==> src/rtl/sync_fifo_arb_pkg.sv <==
// Shared types, default sizing and the FIFO space test for the
// packet-atomic FIFO write arbiter (sync_fifo_wr_arb).
package sync_fifo_arb_pkg;

  typedef enum logic [0:0] {
    IDLE  = 1'b0,
    OWNED = 1'b1
  } arb_state_e;

  localparam int DEF_N       = 4;
  localparam int DEF_DW      = 8;
  localparam int DEF_AW      = 3;
  localparam int DEF_TIMEOUT = 16;

  // True when one more word can be written without overrunning the FIFO.
  // The registered write that the FIFO has not yet counted is added to the
  // occupancy. The sum is one bit wider than its operands, which covers the
  // AW+2-bit result for any FIFO depth, so it can never wrap. Concurrent
  // reads are deliberately ignored, so the answer is conservative.
  function automatic logic fifo_space_ok(
    input logic        full,
    input logic [31:0] elements,
    input logic        wr_pending,
    input logic [31:0] depth
  );
    logic [32:0] sum;
    sum = {1'b0, elements} + {32'd0, wr_pending};
    if (full) begin
      return 1'b0;
    end else begin
      return (sum < {1'b0, depth});
    end
  endfunction

endpackage

==> src/rtl/rr_pick.sv <==
// Combinational round-robin picker: returns the first asserted request at
// or above start_i, wrapping past N-1 back to 0.
module rr_pick
  import sync_fifo_arb_pkg::*;
#(
  parameter int N  = DEF_N,
  parameter int IW = $clog2(N)
) (
  input  logic [N-1:0]  req_i,
  input  logic [IW-1:0] start_i,
  output logic          valid_o,
  output logic [IW-1:0] idx_o
);

  // Scan from the farthest candidate to the nearest so the nearest one wins.
  always_comb begin
    int w_j;
    logic [IW-1:0] w_idx;
    valid_o = 1'b0;
    idx_o   = {IW{1'b0}};
    w_j     = 0;
    w_idx   = {IW{1'b0}};
    for (int i = N - 1; i >= 0; i--) begin
      w_j = int'(start_i) + i;
      if (w_j >= N) begin
        w_j = w_j - N;
      end else begin
        w_j = w_j;
      end
      w_idx = IW'(w_j);
      if (req_i[w_idx]) begin
        valid_o = 1'b1;
        idx_o   = w_idx;
      end else begin
        valid_o = valid_o;
      end
    end
  end

endmodule

==> src/rtl/sync_fifo_wr_arb.sv <==
// Packet-atomic round-robin write arbiter in front of a sync_fifo write port.
// A producer that wins keeps the port until it writes a word flagged last,
// so packets never interleave in the FIFO.
// Optional feature (macro SYNC_FIFO_ARB_TIMEOUT_EN): idle-owner watchdog that
// releases ownership after TIMEOUT cycles without a request from the owner,
// and reports it on timeout_o.
module sync_fifo_wr_arb
  import sync_fifo_arb_pkg::*;
#(
  parameter int N  = DEF_N,
  parameter int DW = DEF_DW,
  parameter int AW = DEF_AW
`ifdef SYNC_FIFO_ARB_TIMEOUT_EN
  ,
  parameter int TIMEOUT = DEF_TIMEOUT
`endif
) (
  input  logic                   clk_i,
  input  logic                   rst_i,
  input  logic [N-1:0]           req_i,
  input  logic [N-1:0]           req_last_i,
  input  logic [N*DW-1:0]        req_data_i,
  output logic [N-1:0]           ack_o,
  output logic [DW-1:0]          fifo_wdata_o,
  output logic                   fifo_wr_en_o,
  input  logic                   fifo_full_i,
  input  logic [AW:0]            fifo_elements_i,
`ifdef SYNC_FIFO_ARB_TIMEOUT_EN
  output logic                   timeout_o,
`endif
  output logic                   busy_o,
  output logic [$clog2(N)-1:0]   owner_o
);

  localparam int IW    = $clog2(N);
  localparam int DEPTH = 2 ** AW;

  arb_state_e    r_state;
  arb_state_e    w_state_nxt;
  logic [IW-1:0] r_rr_ptr;
  logic [IW-1:0] w_rr_ptr_nxt;
  logic [IW-1:0] r_owner;
  logic [IW-1:0] w_owner_nxt;
  logic          r_busy;
  logic          r_wr_en;
  logic [DW-1:0] r_wdata;
  logic          w_space_ok;
  logic          w_pick_valid;
  logic [IW-1:0] w_pick_idx;
  logic          w_accept;
  logic [IW-1:0] w_sel;
  logic [DW-1:0] w_sel_data;

`ifdef SYNC_FIFO_ARB_TIMEOUT_EN
  localparam int TO_W = $clog2(TIMEOUT + 1);
  logic [TO_W-1:0] r_to_cnt;
  logic [TO_W-1:0] w_to_cnt_nxt;
  logic            w_timeout_fire;
  logic            r_timeout;
`endif

  // Next requester index, wrapping from N-1 to 0 (N need not be a power of 2).
  function automatic logic [IW-1:0] idx_inc(input logic [IW-1:0] idx);
    if (idx == IW'(N - 1)) begin
      return {IW{1'b0}};
    end else begin
      return idx + IW'(1);
    end
  endfunction

  assign w_space_ok = fifo_space_ok(fifo_full_i, 32'(fifo_elements_i), r_wr_en, 32'(DEPTH));
  assign w_sel_data = req_data_i[w_sel*DW +: DW];

  rr_pick #(
    .N  (N),
    .IW (IW)
  ) u_rr_pick (
    .req_i   (req_i),
    .start_i (r_rr_ptr),
    .valid_o (w_pick_valid),
    .idx_o   (w_pick_idx)
  );

  // Arbitration FSM: choose the accepted word and the next state/pointer/owner.
  always_comb begin
    w_state_nxt  = r_state;
    w_rr_ptr_nxt = r_rr_ptr;
    w_owner_nxt  = r_owner;
    w_accept     = 1'b0;
    w_sel        = r_owner;
`ifdef SYNC_FIFO_ARB_TIMEOUT_EN
    w_to_cnt_nxt   = r_to_cnt;
    w_timeout_fire = 1'b0;
`endif
    case (r_state)
      IDLE: begin
`ifdef SYNC_FIFO_ARB_TIMEOUT_EN
        w_to_cnt_nxt = {TO_W{1'b0}};
`endif
        if (w_space_ok && w_pick_valid) begin
          w_accept    = 1'b1;
          w_sel       = w_pick_idx;
          w_owner_nxt = w_pick_idx;
          if (req_last_i[w_pick_idx]) begin
            // Single-word packet: never take ownership, just advance fairness.
            w_rr_ptr_nxt = idx_inc(w_pick_idx);
          end else begin
            w_state_nxt = OWNED;
          end
        end else begin
          w_accept = 1'b0;
        end
      end
      OWNED: begin
        if (w_space_ok && req_i[r_owner]) begin
          w_accept = 1'b1;
          w_sel    = r_owner;
`ifdef SYNC_FIFO_ARB_TIMEOUT_EN
          w_to_cnt_nxt = {TO_W{1'b0}};
`endif
          if (req_last_i[r_owner]) begin
            w_state_nxt  = IDLE;
            w_rr_ptr_nxt = idx_inc(r_owner);
          end else begin
            w_state_nxt = OWNED;
          end
        end else begin
`ifdef SYNC_FIFO_ARB_TIMEOUT_EN
          // Only an absent owner counts toward the watchdog; a full FIFO does not.
          if (!req_i[r_owner]) begin
            if (r_to_cnt == TO_W'(TIMEOUT - 1)) begin
              w_timeout_fire = 1'b1;
              w_state_nxt    = IDLE;
              w_rr_ptr_nxt   = idx_inc(r_owner);
              w_to_cnt_nxt   = {TO_W{1'b0}};
            end else begin
              w_to_cnt_nxt = r_to_cnt + TO_W'(1);
            end
          end else begin
            w_to_cnt_nxt = r_to_cnt;
          end
`else
          w_state_nxt = OWNED;
`endif
        end
      end
      default: begin
        w_state_nxt = IDLE;
      end
    endcase
  end

  // Acknowledge is same-cycle and forced low while reset is asserted.
  assign ack_o = (w_accept && !rst_i) ? ({{(N-1){1'b0}}, 1'b1} << w_sel) : {N{1'b0}};

  // Arbitration state, round-robin pointer, owner and busy flag.
  always_ff @(posedge clk_i or posedge rst_i) begin
    if (rst_i) begin
      r_state  <= IDLE;
      r_rr_ptr <= {IW{1'b0}};
      r_owner  <= {IW{1'b0}};
      r_busy   <= 1'b0;
    end else begin
      r_state  <= w_state_nxt;
      r_rr_ptr <= w_rr_ptr_nxt;
      r_owner  <= w_owner_nxt;
      r_busy   <= (w_state_nxt == OWNED);
    end
  end

  // FIFO write port: one-cycle write latency; data holds when nothing is accepted.
  always_ff @(posedge clk_i or posedge rst_i) begin
    if (rst_i) begin
      r_wr_en <= 1'b0;
      r_wdata <= {DW{1'b0}};
    end else begin
      r_wr_en <= w_accept;
      if (w_accept) begin
        r_wdata <= w_sel_data;
      end else begin
        r_wdata <= r_wdata;
      end
    end
  end

`ifdef SYNC_FIFO_ARB_TIMEOUT_EN
  // Watchdog counter and its one-cycle timeout pulse.
  always_ff @(posedge clk_i or posedge rst_i) begin
    if (rst_i) begin
      r_to_cnt  <= {TO_W{1'b0}};
      r_timeout <= 1'b0;
    end else begin
      r_to_cnt  <= w_to_cnt_nxt;
      r_timeout <= w_timeout_fire;
    end
  end

  assign timeout_o = r_timeout;
`endif

  assign fifo_wr_en_o = r_wr_en;
  assign fifo_wdata_o = r_wdata;
  assign busy_o       = r_busy;
  assign owner_o      = r_owner;

endmodule

==> config.mk <==
export PLATFORM = sky130hd
export DESIGN_NAME = sync_fifo_wr_arb
export DESIGN_NICKNAME = d
export VERILOG_FILES = /design/src/rtl/sync_fifo_arb_pkg.sv /design/src/rtl/rr_pick.sv /design/src/rtl/sync_fifo_wr_arb.sv
export SDC_FILE = /design/constraint.sdc
export NUM_CORES = 1
export LEC_CHECK = 0
export ABC_CLOCK_PERIOD_IN_PS = 3000
export BUFFER_PORTS_ARGS = -buffer_cell sky130_fd_sc_hd__buf_2
export CORE_ASPECT_RATIO = 1.4
export CORE_MARGIN = 4
export CORE_UTILIZATION = 43
export CTS_CLUSTER_SIZE = 24
export DETAILED_ROUTE_END_ITERATION = 10
export GPL_ROUTABILITY_DRIVEN = 1
export PLACE_DENSITY_LB_ADDON = 0.2
export SLEW_MARGIN = 15
export SYNTH_ARGS = -nofsm -noshare
export SYNTH_HDL_FRONTEND = slang
export SYNTH_SLANG_ARGS = --single-unit
==> constraint.sdc <==
create_clock -name clk_i -period 3 [get_ports clk_i]
set_clock_uncertainty 0.05 [all_clocks]
set_input_delay 0.3 -clock clk_i [delete_from_list [all_inputs] [get_ports clk_i]]
set_output_delay 0.3 -clock clk_i [all_outputs]
set_load 0.05 [all_outputs]
-- Word-level counts from Yosys, hierarchy flattened
Index checks and enable logic that the tools add are counted.
- register bits: 14
- bits in latches: 0
- bits in writable memories: 0
- bits in read-only memories: 0
- bits of input ports: 47
- output and inout bits: 16
- word-level logic and storage cells: 85
- memories kept: 0
- add/sub/neg operators: 10
- $mul: 0
- div/mod/pow operators: 0
- $lt $le $gt $ge: 11
- equality and inequality tests: 6
- shift-type cells: 2
- multiplexer cells: 45
- bitwise operators: 1
- reduce and logical (&&, ||, !) cells: 5
- operators with widths (cell ; count):
    $shiftx A32 B6 Y8 ; 1
    $mux W2 ; 15
    $lt A2 B3 Y1 const B ; 6
    $mux W1 ; 18
    $bmux W1 S2 ; 7
    $ge A3 B3 Y1 const B ; 3
    $pmux W2 S2 ; 2
    $sub A2 B1 Y2 const B ; 4
    $add A2 B2 Y3 const B ; 2
    $add A4 B1 Y5 ; 1
    $lt A5 B4 Y1 const B ; 1
    $add A2 B1 Y2 const B ; 2
    $eq A2 B2 Y1 const B ; 2
    $mux W4 ; 1
    $ne A2 B1 Y1 const B ; 2
    $ne A2 B2 Y1 const B ; 2
    $pmux W1 S2 ; 2
    $reduce_and A4 Y1 ; 1
    $shl A1 B2 Y4 const A ; 1
    $add A2 B1 Y3 const B ; 1
    $ge A2 B3 Y1 const B ; 1
    $logic_and A1 B1 Y1 ; 3
    $logic_not A1 Y1 ; 1
    $not A1 Y1 ; 1

-- Depth between registers and ports, before layout
- depth after elaboration: 14
- depth in mapped cells: 9
- gate-level depth less buffers: 8

-- Modules after synthesis
From an unflattened synthesis, not the netlist that was laid out.
- cell total of the unflattened synthesis: 183
- area total of the unflattened synthesis: 1539.0 um^2
- by module, submodules not included (module ; instances ; cells each ; area each (um^2) ; sequential area each (um^2)):
    sync_fifo_wr_arb ; 1 ; 170 ; 1461.4 ; 350.3
    rr_pick ; 1 ; 13 ; 77.6 ; 0.0

-- Worst setup path before layout
OpenSTA, ideal clock, no wires.
- kind: reg-to-output
- start: register r_wr_en, in the netlist fifo_wr_en_o
- end: output port ack_o[1]
- data arrival time: 3253 ps
- data required time: 2650 ps
- path slack: -603 ps
- stages on the path, launching flop included: 7
- buffers on the path: 1
- path through: dfrtp_1 -> nand4_1 -> nand2_1 -> or3_4 -> mux2_2 -> buf_6 -> nor4b_1
- longest elaborated chain between the ends: 8
- elaborated cells between the ends (all ways): 13
- those cells by class: add/sub (1); order compare (1); shift (1); mux (7); reduce/logical (3)
- ends and longest elaborated chain (what ; line ; text):
    start: declaration ; sync_fifo_wr_arb.sv:45 ; logic r_wr_en;
    start signal: assignment ; sync_fifo_wr_arb.sv:177 ; r_wr_en <= w_accept;
    $add A4 B1 Y5 * ; sync_fifo_arb_pkg.sv:27 ; sum = {1'b0, elements} + {32'd0, wr_pending};
    $lt A5 B4 Y1 * ; sync_fifo_arb_pkg.sv:31 ; return (sum < {1'b0, depth});
    $mux W1 * ; sync_fifo_arb_pkg.sv:28 ; if (full) begin
    $logic_and A1 B1 Y1, on equally long branches ; sync_fifo_wr_arb.sv:100, sync_fifo_wr_arb.sv:115 ;
    $mux W2 (tied with other cells) ; sync_fifo_wr_arb.sv:100 ; if (w_space_ok && w_pick_valid) begin
    $pmux W2 S2 / $pmux W1 S2 (equally long branches) ; sync_fifo_wr_arb.sv:95 ; case (r_state)
    $shl A1 B2 Y4 / $logic_and A1 B1 Y1 (equally long branches) ; sync_fifo_wr_arb.sv:154 ; assign ack_o = (w_accept && !rst_i) ? ({{(N-1){1'b0}}, 1'b1} << w_sel) : {N{1'b0}};
    $mux W4 * ; sync_fifo_wr_arb.sv:154 ;
    end: declaration ; sync_fifo_wr_arb.sv:23 ; output logic [N-1:0] ack_o,
Mark *: on every way between the ends. The rest lies on a longest branch, timed or not.

-- Worst setup path after layout
- start: register r_rr_ptr[1]
- end: output port ack_o[3]
- longest elaborated chain between the ends: 14
- elaborated cells between the ends (all ways): 39
- those cells by class: add/sub (7); order compare (4); shift (1); mux (25); reduce/logical (2)
- ends and longest elaborated chain (what ; line ; text):
    start: declaration ; sync_fifo_wr_arb.sv:40 ; logic [IW-1:0] r_rr_ptr;
    start signal: assignment ; sync_fifo_wr_arb.sv:160 ; r_rr_ptr <= {IW{1'b0}};
    start signal: assignment ; sync_fifo_wr_arb.sv:165 ; r_rr_ptr <= w_rr_ptr_nxt;
    $add A2 B2 Y3 ; rr_pick.sv:24 ; w_j = int'(start_i) + i;
    $ge A3 B3 Y1 / $sub A2 B1 Y2 (equally long branches) ; rr_pick.sv:25, rr_pick.sv:26 ;
    $mux W2 ; rr_pick.sv:25 ; if (w_j >= N) begin
    $bmux W1 S2 ; rr_pick.sv:31 ; if (req_i[w_idx]) begin
    $mux W1 (not written as such) ; rr_pick.sv:31 ;
    $mux W1 (4 in series) ; rr_pick.sv:31 ;
    $logic_and A1 B1 Y1 ; sync_fifo_wr_arb.sv:100 ;
    $mux W2 / $mux W1 (equally long branches) ; sync_fifo_wr_arb.sv:100 ;
    $pmux W2 S2 / $pmux W1 S2 (equally long branches) ; sync_fifo_wr_arb.sv:95 ;
    $shl A1 B2 Y4 / $logic_and A1 B1 Y1 (equally long branches) ; sync_fifo_wr_arb.sv:154 ;
    $mux W4 * ; sync_fifo_wr_arb.sv:154 ;
Mark *: on every way between the ends. The rest lies on a longest branch, timed or not. The select of a mux whose other input is x is not followed.

==> flow_summary.ini <==
[yosys]
seq_area_frac_synth_pct = 32.44
yosys.area.top_type = dfrtp_1
yosys_warnings = 0
yosysTopAreaCellShare_pct = 32.44
synthesis.area_um2 = 1080
ys_types = 34
syn_nets = 137
yosys-top-cells-area = dfrtp_1, mux4_2, mux2_2
avgSynthCellArea_um2 = 12.13
syn_inst = 89
ys_ff_latch = 14

[clock_network]
path_clk_slew_ps = 90
clock_latency_ps = 270
cts_num_sinks = 14
cts_root_buf = clkbuf_4
cts_resized = 0
cts_tree = yes
cts-hold-fix-buffers = 0
post_cts_buffers = 0
clk_path_buf_depth = 2
htree_levels = 1
cts_buffers = 3

[timing]
slew_headroom_pct = 64.99
worst_slew_pin_slew_ps = 524.6
fin_crit_sh_pct = 92.93
period_minus_slack_ps = 2788
setup_viol = 0
finalHoldViolations = 0
slew_viol_final = 0
grt_setup_unrepaired = no
timing.fmax_ghz = 0.3587

[place]
hpwl_um = 2182
placed_cells = 182
gp_congestion = 0.8224
io_buffer_count = 62

[detailed_routing]
ant_nets = 0
drt_wl_total_um = 2568
drc = 0
vias_per_cell = 5.371
firstDrtPassIters = 3
routedWlPerCell_um = 13.81
vias = 999
drtIter0Drc = 15

[global_route]
grt_first_pass_wirelength_um = 4312
grt_overflow = 0
grt_max_degree = 15
antenna_found_initial = 0
grt.total_usage_pct = 16.44
grt_pass1_vias = 1077

[worst_setup_path]
reg2reg_from = fifo_wr_en_o
critPathLaunchType = flip-flop
cp.required_ps = 2650
worst-setup-path-type = flip-flop to primary output
arrival_ps = 2440
path_max_fanout = 13
endpoint_kind = primary output
startpoint = r_rr_ptr[1]

[finish]
finalCoreUtilization_pct = 60.86
seq_area_um2 = 350.3
diodes = 0
nets = 201
drive_above_1_share_pct = 64.47
stdcell_count = 186
syn2layout_area_growth_pct = 34.76
fill_cells = 206
multi_input_area_um2 = 685.7

[die]
dieArea_um2 = 3388
dieHeight_um = 67.29
start_util_pct = 45.16
num_rows = 21
chipWidth_um = 50.35
core_area_um2 = 2391
io_pins = 63

[power_and_ir_drop]
vdd_drop_max_mv = 0.5102
cellLeakagePower_nw = 0.7027
power_density_nw_per_um2 = 950.2

[hold_path]
hold_path_class = primary input to async pin

[run_status]
status = finished clean

[flow_run]
drv_cap = 0
## kinds of logic (layout without fill, tap and decap cells)
group           after synthesis  in the layout  synth area share [%]
xor+xnor                      1              1                0.8113
simple gates                 23             23                 14.14
compound gates               17             17                 12.17
buf+inv                      11             74                 5.214
fa+ha+maj                     1              1                 1.159
mux                          22             22                 34.07
flops                        14             14                 32.45
## state kept, by name, summed over array words and instances, names as in the netlist
signal / cells
busy_o: 1
r_rr_ptr: 2
owner_o: 2
fifo_wr_en_o: 1
fifo_wdata_o: 8
## per-layer routing
layer / global-route usage [%] / routed length, µm / part of all wire, %
met1: 18.39 / 950 / 37
met5: 0 / 0 / 0
met3: 2.428 / 212 / 8.3
met4: 7.407 / 41 / 1.6
met2: 30.56 / 1364 / 53
## worst max-delay path, cell delays in order (launching register included)
cell and delay, ps:
dfrtp_1 450, mux2_2 360, nand2_1 100, and3_1 300, mux2_2 390, nor4b_2 260, buf_2 310
## cell usage in the layout (no fill, tap or decap)
cell and count:
a211oi_1 1, a21o_1 2, a21oi_1 2, a21oi_2 2
a221oi_1 1, a31oi_1 1, and3_1 1, buf_2 62
clkbuf_4 3, clkbuf_8 1, dfrtp_1 14, ha_1 1
inv_1 6, inv_2 2, mux2_2 12, mux4_1 2
mux4_2 8, nand2_1 6, nand2b_1 1, nand3_1 2
nand4_1 1, nor2_1 3, nor2b_4 1, nor3b_1 1
nor4_1 2, nor4_4 1, nor4b_2 2, o21ai_0 4
o21ai_2 1, o221a_2 1, o22ai_1 1, o2bb2a_4 1
or3_1 1, or3_4 1, xnor2_1 1
## through the flow
stage	hold slack, ps	instance area (µm²)	power, mW	setup TNS [ps]	worst slack (ps)
2_1_floorplan	139.2	1092	1.092	-1079	-539.7
3_3_place_gp	359.3	1419	1.243	0	512.1
3_5_place_dp	367.4	1419	1.265	0	449.8
4_1_cts	64.50	1455	1.401	0	179.6
5_1_grt	97.21	1455	1.479	0	52.74
6_report	48.67	1455	1.383	0	212.0
## where the power goes
part | total [mW] | leakage, nW | internal (mW) | switching, mW
Sequential | 0.357 | 0.167 | 0.280 | 0.0770
Clock | 0.133 | 0.0210 | 0.0737 | 0.0596
Combinational | 0.893 | 0.514 | 0.352 | 0.541
Total | 1.38 | 0.703 | 0.705 | 0.678
## synth_stat cells
cell type	count
nor2_1	3
mux4_1	2
o221a_2	1
or3_4	1
o21ai_2	1
nand4_1	1
o21ai_0	4
a31oi_1	1
nand2b_1	1
mux4_2	8
mux2_2	12
nand2_1	6
inv_1	6
o2bb2a_4	1
buf_6	2
a211oi_1	1
o22ai_1	1
nor4b_1	2
clkbuf_1	1
nor4_4	1
nor2b_4	1
xnor2_1	1
a21oi_1	2
nor3b_1	1
dfrtp_1	14
a221oi_1	1
or3_1	1
a21o_1	2
nand3_1	2
ha_1	1
and3_1	1
a21oi_2	2
inv_2	2
nor4_1	2
## area by class of cell
| class | instances | area share (%) |
|---|---|---|
| clock buffer | 4 | 2.494 |
| tap | 34 | 2.923 |
| inverter | 8 | 2.064 |
| sequential | 14 | 24.08 |
| timing repair buffer | 62 | 21.32 |
| multi-input combinational | 64 | 47.12 |
## path summary, 6_finish.rpt
check / endpoint / slack [ps] / cells after the start
max: ack_o[3] / 210 / 6
min: fifo_wdata_o[6] / 50 / 2
max reg2reg: fifo_wdata_o[5] / 550 / 8
min reg2reg: fifo_wdata_o[7] / 460 / 1
max in group asynchronous: fifo_wdata_o[1] / 2500 / 2
min in group clk_i: fifo_wdata_o[5] / 410 / 3
Power figures use the tool's default switching activity.
